## config.mk

```make
export PLATFORM = sky130hd
export DESIGN_NAME = dm_sb_resp
export DESIGN_NICKNAME = d
export VERILOG_FILES = /design/src/rtl/dm_sb_resp_pkg.sv /design/src/rtl/dm_sb_resp_mem.sv /design/src/rtl/dm_sb_resp.sv
export SDC_FILE = /design/constraint.sdc
export NUM_CORES = 1
export LEC_CHECK = 0
export CAP_MARGIN = 20
export CORE_ASPECT_RATIO = 1.25
export CORE_MARGIN = 3
export CORE_UTILIZATION = 60
export CTS_CLUSTER_SIZE = 10
export DETAILED_ROUTE_END_ITERATION = 10
export PLACE_DENSITY = 0.8
export SLEW_MARGIN = 0
export SYNTH_ARGS = -nofsm -noshare
export SYNTH_HDL_FRONTEND = slang
export SYNTH_SLANG_ARGS = --single-unit
```

## constraint.sdc

```tcl
create_clock -name clk_i -period 44.2 [get_ports clk_i]
set_input_delay 4.42 -clock clk_i [delete_from_list [all_inputs] [get_ports clk_i]]
set_output_delay 4.42 -clock clk_i [all_outputs]
set_load 0.005 [all_outputs]
```

## src/rtl/dm_sb_resp_pkg.sv

```systemverilog
// Shared helpers for the system-bus response model: sizing of counters and index fields.
package dm_sb_resp_pkg;

  // Bits needed to hold values 0..max_val, never less than one.
  function automatic int unsigned width_for(input int unsigned max_val);
    return (max_val < 2) ? 1 : $clog2(max_val + 1);
  endfunction

endpackage

```

## src/rtl/dm_sb_resp_mem.sv

```systemverilog
// Byte-enabled word storage, asynchronously cleared, with combinational read.
module dm_sb_resp_mem import dm_sb_resp_pkg::*; #(
  parameter int unsigned BusWidth = 32,
  parameter int unsigned Depth    = 16,
  parameter int unsigned IdxW     = width_for(Depth - 1)
) (
  input  logic                  clk_i,
  input  logic                  rst_i,
  input  logic                  we,
  input  logic [IdxW-1:0]       idx,
  input  logic [BusWidth-1:0]   wdata,
  input  logic [BusWidth/8-1:0] be,
  output logic [BusWidth-1:0]   rdata
);

  logic [BusWidth-1:0] mem_q [Depth];

  always_ff @(posedge clk_i or posedge rst_i) begin
    if (rst_i) begin
      for (int unsigned i = 0; i < Depth; i++) begin
        mem_q[i] <= '0;
      end
    end else if (we) begin
      for (int unsigned b = 0; b < BusWidth / 8; b++) begin
        if (be[b]) begin
          mem_q[idx][8*b +: 8] <= wdata[8*b +: 8];
        end
      end
    end
  end

  assign rdata = mem_q[idx];

endmodule

```

## src/rtl/dm_sb_resp.sv

```systemverilog
// Single-outstanding bus slave with configurable grant and response latency over
// a byte-enabled word store; out-of-range accesses answer with an error.
module dm_sb_resp import dm_sb_resp_pkg::*; #(
  parameter int unsigned BusWidth  = 32,
  parameter int unsigned Depth     = 16,
  parameter int unsigned GntDelay  = 0,
  parameter int unsigned RespDelay = 1
) (
  input  logic                  clk_i,
  input  logic                  rst_i,
  input  logic                  slave_req_i,
  input  logic [BusWidth-1:0]   slave_add_i,
  input  logic                  slave_we_i,
  input  logic [BusWidth-1:0]   slave_wdata_i,
  input  logic [BusWidth/8-1:0] slave_be_i,
  output logic                  slave_gnt_o,
  output logic                  slave_r_valid_o,
  output logic [BusWidth-1:0]   slave_r_rdata_o,
  output logic                  slave_r_err_o,
  output logic                  busy_o
);

  localparam int unsigned BeW     = BusWidth / 8;
  localparam int unsigned AddrLsb = $clog2(BeW);
  localparam int unsigned IdxW    = width_for(Depth - 1);
  localparam int unsigned CntW    = width_for((GntDelay > RespDelay) ? GntDelay : RespDelay);
  localparam logic [CntW-1:0] GntLoad  = CntW'((GntDelay > 0) ? GntDelay - 1 : 0);
  localparam logic [CntW-1:0] RespLoad = CntW'((RespDelay > 0) ? RespDelay - 1 : 0);
  localparam logic [BusWidth:0] AddrLimit = (BusWidth + 1)'(Depth * BeW);

  typedef enum logic [1:0] {Idle, Stall, Resp} state_e;

  state_e              state_q, state_d;
  logic [CntW-1:0]     gnt_cnt_q, gnt_cnt_d;
  logic [CntW-1:0]     resp_cnt_q, resp_cnt_d;
  logic                gnt, r_valid, in_range, mem_we;
  logic [IdxW-1:0]     idx;
  logic [BusWidth-1:0] mem_rdata, rdata_q;
  logic                err_q;

  // Compare with one spare bit so the limit itself is representable.
  assign in_range = {1'b0, slave_add_i} < AddrLimit;
  assign idx      = slave_add_i[AddrLsb +: IdxW];
  assign mem_we   = gnt & slave_we_i & in_range;

  always_comb begin
    state_d    = state_q;
    gnt_cnt_d  = gnt_cnt_q;
    resp_cnt_d = resp_cnt_q;
    gnt        = 1'b0;
    r_valid    = 1'b0;
    unique case (state_q)
      Idle: begin
        if (slave_req_i) begin
          if (GntDelay == 0) begin
            gnt        = 1'b1;
            resp_cnt_d = RespLoad;
            state_d    = Resp;
          end else begin
            gnt_cnt_d = GntLoad;
            state_d   = Stall;
          end
        end
      end
      Stall: begin
        if (!slave_req_i) begin
          state_d = Idle;
        end else if (gnt_cnt_q == '0) begin
          gnt        = 1'b1;
          resp_cnt_d = RespLoad;
          state_d    = Resp;
        end else begin
          gnt_cnt_d = gnt_cnt_q - 1'b1;
        end
      end
      Resp: begin
        if (resp_cnt_q == '0) begin
          r_valid = 1'b1;
          state_d = Idle;
        end else begin
          resp_cnt_d = resp_cnt_q - 1'b1;
        end
      end
      default: state_d = Idle;
    endcase
    // The Idle grant path is combinational from req, so it must be masked in reset.
    if (rst_i) begin
      gnt = 1'b0;
    end
  end

  always_ff @(posedge clk_i or posedge rst_i) begin
    if (rst_i) begin
      state_q    <= Idle;
      gnt_cnt_q  <= '0;
      resp_cnt_q <= '0;
      rdata_q    <= '0;
      err_q      <= 1'b0;
    end else begin
      state_q    <= state_d;
      gnt_cnt_q  <= gnt_cnt_d;
      resp_cnt_q <= resp_cnt_d;
      if (gnt) begin
        err_q   <= ~in_range;
        rdata_q <= (!slave_we_i && in_range) ? mem_rdata : '0;
      end
    end
  end

  dm_sb_resp_mem #(
    .BusWidth (BusWidth),
    .Depth    (Depth),
    .IdxW     (IdxW)
  ) u_mem (
    .clk_i (clk_i),
    .rst_i (rst_i),
    .we    (mem_we),
    .idx   (idx),
    .wdata (slave_wdata_i),
    .be    (slave_be_i),
    .rdata (mem_rdata)
  );

  assign slave_gnt_o     = gnt;
  assign slave_r_valid_o = r_valid;
  assign slave_r_rdata_o = r_valid ? rdata_q : '0;
  assign slave_r_err_o   = r_valid & err_q;
  assign busy_o          = (state_q != Idle);

endmodule

```

# --- Word level (Yosys, flattened, before mapping) ---
# Cells that the tools add are included.
totals:
  register_bits: 549
  in_bits: 72
  out_inout_bits: 36
  wordCells: 89
op_classes:
  n_addsub: 2
  magnitude_cmp: 3
  n_eq_ne: 7
  muxes: 42
  n_bitwise: 5
  reduce_logical: 9
ops:
  columns: ["op", "n"]
  rows:
  - ["512-bit two-way mux", 7]
  - ["512-bit bitwise mux", 4]
  - ["32-bit demux with 4-bit select", 4]
  - ["32-bit two-way mux", 5]
  - ["32-bit binary-select mux with 4-bit select", 1]
  - ["32-bit by 7-bit less-than comparator with 1-bit output, second input constant", 1]
  - ["24-bit two-way mux", 1]
  - ["16-bit two-way mux", 1]
  - ["1-bit two-way mux", 11]
  - ["2-bit two-way mux", 4]
  - ["8-bit two-way mux", 1]
  - ["2-bit inequality test, second input constant", 4]
  - ["2-bit one-hot mux with 3 select lines", 1]
  - ["5-bit >= comparator, second input constant", 1]
  - ["5-bit by 1-bit less-than comparator with 1-bit output, second input constant", 1]
  - ["4-bit inverter with 5-bit output", 1]
  - ["4-bit AND reduction", 1]
  - ["1-bit bitwise AND", 3]
  - ["3-bit inequality test, second input constant", 1]
  - ["1-bit one-hot mux with 3 select lines", 1]
  - ["3-bit AND reduction", 1]
  - ["3-bit nonzero test", 1]
  - ["2-bit by 1-bit == test with 1-bit output, second input constant", 1]
  - ["2-bit == test, second input constant", 1]
  - ["8 further kinds", 10]

# --- Depth between registers and ports, before layout ---
depth:
  depth_word: 16
  ltp_mapped: 7
  ltp_nobuf: 4

# --- Modules after synthesis ---
# A second synthesis with hierarchy kept.
unflattened:
  hier_cells: 1648
  hier_area_um2: 25222.9
modules_own_cells:
  columns: ["mod", "n_inst", "cells_each", "area_each_um2", "seq_area_each_um2"]
  rows:
  - ["dm_sb_resp_mem", 1, 1445, 23198.5, 12812.3]
  - ["dm_sb_resp", 1, 203, 2024.4, 850.8]

# --- Worst setup path after synthesis ---
# OpenSTA, ideal clock, no wires.
synth_timing:
  kind: "input to output"
  startpoint: "input rst_i"
  endpoint: "output slave_gnt_o"
  arrival_ps: 5356
  required_time_ps: 39780
  slack_ps: 34424
  path_stages: 5
  path_buffers: 3
  path_cell_list: "or3b_1 -> clkbuf_1 -> clkbuf_1 -> buf_1 -> inv_1"
synth_via:
  elab_chain_cells: 1
synth_rtl:
  columns: ["element", "line_no", "text"]
  rows:
  - ["start: declaration", "dm_sb_resp.sv:10", "input logic rst_i,"]
  - ["1-bit two-way mux", "dm_sb_resp.sv:87", "if (rst_i) begin"]
  - ["end: declaration", "dm_sb_resp.sv:16", "output logic slave_gnt_o,"]
# No other way between the ends.

# --- Worst setup path after layout ---
# Same ends and word-level chain as after synthesis.

==> run metrics <==
CTS max path bufs 3; Area Growth Syn to Fin 11.1%; fin cells 2510; critical path fanouts, max 24; hold path start u_mem.mem_q[64]; CP Data Arrival Time 6.38 ns; reg2reg path depth 5; Worst-Margin Slew 1.14 ns; startpoint class of the critical path input pin; grt total ovfl 0; YS warnings 0; RSZ-0062 raised after global routing false; core area 43300 um2; overall power 0.000979 W; Distinct cells, synth 30; Die Area 46700 um2; Hold Crit Depth 1; vias in the first global route 16900; Post-CTS Repair Setup Buffers 0; Fmax 92.6 MHz; final net count 2014; DP HPWL 36.5 mm; register bit total from synthesis 546; Total Routing Usage GR 0.263; Hold-fix buffers, CTS 0; Max Cap Violations 0; Clock Latency Late Sink 0.59 ns; htree depth 2; global-route wire length before repair 97.3 mm; Initial Utilization 0.611; Routed WL 61.9 mm; Setup TNS Final 0 ns; total placed cells including tap cells 2443; syn_nets 1958; clock-pin slew on the worst setup and hold paths 0.05 ns; register area share after synthesis 0.516; TritonCTS clock tree done; First DRT Iteration DRCs 1078; overall die width 194 um; drt drc 0; share of layout cells above drive strength 1 0.381; WP data required 39.78 ns; Peak VDD IR 29.6 uV; clock sink count 546; PD cells 33.3 nW/um2; worst clock skew 0.0156 ns; Worst Hold Class reg -> reg; num rows 85; final worst path period share 0.244; Final Hold Fails 0; Setup CP Type in -> out; Cell Area, Synth 26500 um2; die height 241 um; Mean Syn Cell Area 14.0 um2; Final setup viols 0; status completed; pin count of the biggest net entering global routing 165; Synth area leaders dfrtp_1, mux2_2, mux2i_1; r2r startpoint state_q[1]; Synth top area share 0.516; routed via count 16200; final worst path period need 10.80 ns; Avg Vias per Cell 6.46; # diodes 0; CTS Buf Count 60; design area 29400 um2; PortBufs 105; FF+latch area 13700 um2; IO Pins 108; multi-input logic area 12200 um2; Reg-to-Reg End u_mem.mem_q[313]; Crit. End Element primary output; # fillers 2966; Clock Root Buffer clkbuf_16; post-cts resize count 0; largest area contributor in the netlist dfrtp_1; Pre-Repair DR Iteration Count 5; Syn Inst Count 1886; WL/cell 24.7 um; Final Max Tran Viols 0; placed inst area 27800 um2; Leak 14.6 nW; Routed Antenna Nets 0; reg-to-reg slack, setup 41.02 ns; gpl congestion 0.764; initial antenna violation count 0; CP endpoint slave_gnt_o; Layout Utilization 0.679; worst setup path startpoint rst_i; Rel. slew slack 0.243
## cells by family after synthesis
family	synth area share
AO/OA/AOI/OAI	0.0486
AND/OR/NAND/NOR	0.0932
multiplexers	0.318
flip-flops	0.516
buffers and inverters	0.0240
## worst min path at each step
stage                        to  slack, ns
3_3_place_gp    u_mem.mem_q[84]       0.48
5_1_grt        u_mem.mem_q[406]       0.51
6_report        u_mem.mem_q[64]       0.50
4_1_cts         u_mem.mem_q[65]       0.50
3_5_place_dp    u_mem.mem_q[64]       0.49
2_1_floorplan             err_q       0.44
## sequential cells by signal, indices dropped and copies added, names as in the netlist
register	count
u_mem.mem_q	512
rdata_q	32
err_q	1
state_q	1
## synth_stat cells, drive strengths merged
| library cell | instances |
|---|---|
| nand2b | 2 |
| a221o | 7 |
| o221ai | 25 |
| o21ai | 1 |
| nand2 | 47 |
| mux2 | 576 |
| nor2b | 6 |
| or2 | 1 |
| inv | 6 |
| or4 | 1 |
| o2bb2ai | 32 |
| clkbuf | 81 |
| a221oi | 32 |
| nor4 | 102 |
| and2 | 65 |
| or3b | 1 |
| mux2i | 192 |
| buf | 52 |
| dfrtp | 546 |
| nor2 | 36 |
| and4bb | 1 |
| nand4 | 2 |
| o22ai | 39 |
| nand3 | 8 |
| a22oi | 25 |
## through the flow
stage	setup WS (ns)	hold WS, ns
final	33.40	0.499
after global routing	33.33	0.511
after CTS	33.40	0.503
after detailed placement	33.42	0.490
after global placement	33.40	0.483
after floorplan	24.52	0.438
## area by class of cell
| type | instances | share of cell area |
|---|---|---|
| Sequential cell | 546 | 0.465 |
| Clock buffer | 62 | 0.0520 |
| Tap cell | 565 | 0.0240 |
| Timing Repair Buffer | 127 | 0.0431 |
| Multi-Input combinational cell | 1201 | 0.414 |
| Inverter | 6 | 0.00102 |
| Clock inverter | 3 | 0.000766 |
## report_power, final
group / internal [W] / total (W) / switching, W
Combinational: 0.0000170 / 0.0000562 / 0.0000392
Sequential: 0.000500 / 0.000501 / 0.000000151
Clock: 0.000241 / 0.000422 / 0.000181
Total: 0.000758 / 0.000979 / 0.000221
## worst max-delay path, cell delays in order
cell and delay [ns]:
clkdlybuf4s50_1 0.51, or3b_2 0.48, buf_4 0.24, inv_1 0.17, clkdlybuf4s50_1 0.52
## cell usage in the layout (no fill, tap or decap), drive strengths merged
master and n:
a221o 7, a221oi 32, a22oi 25, and2 65
and4bb 1, buf 24, clkbuf 62, clkdlybuf4s50 103
clkinv 1, dfrtp 546, inv 8, mux2 576
mux2i 192, nand2 47, nand2b 2, nand3 8
nand4 2, nor2 36, nor2b 6, nor4 102
o21ai 1, o221ai 25, o22ai 39, o2bb2ai 32
or2 1, or3b 1, or4 1
## layer usage
metal  track usage  part of all wire  vias to the layer above
met5             0                 0                        -
met4        0.0781             0.029                        0
met3        0.0377             0.044                      122
met2         0.462              0.51                      396
met1         0.345              0.42                     8578
li1              -                 -                     7122
Power figures use the tool's default switching activity.
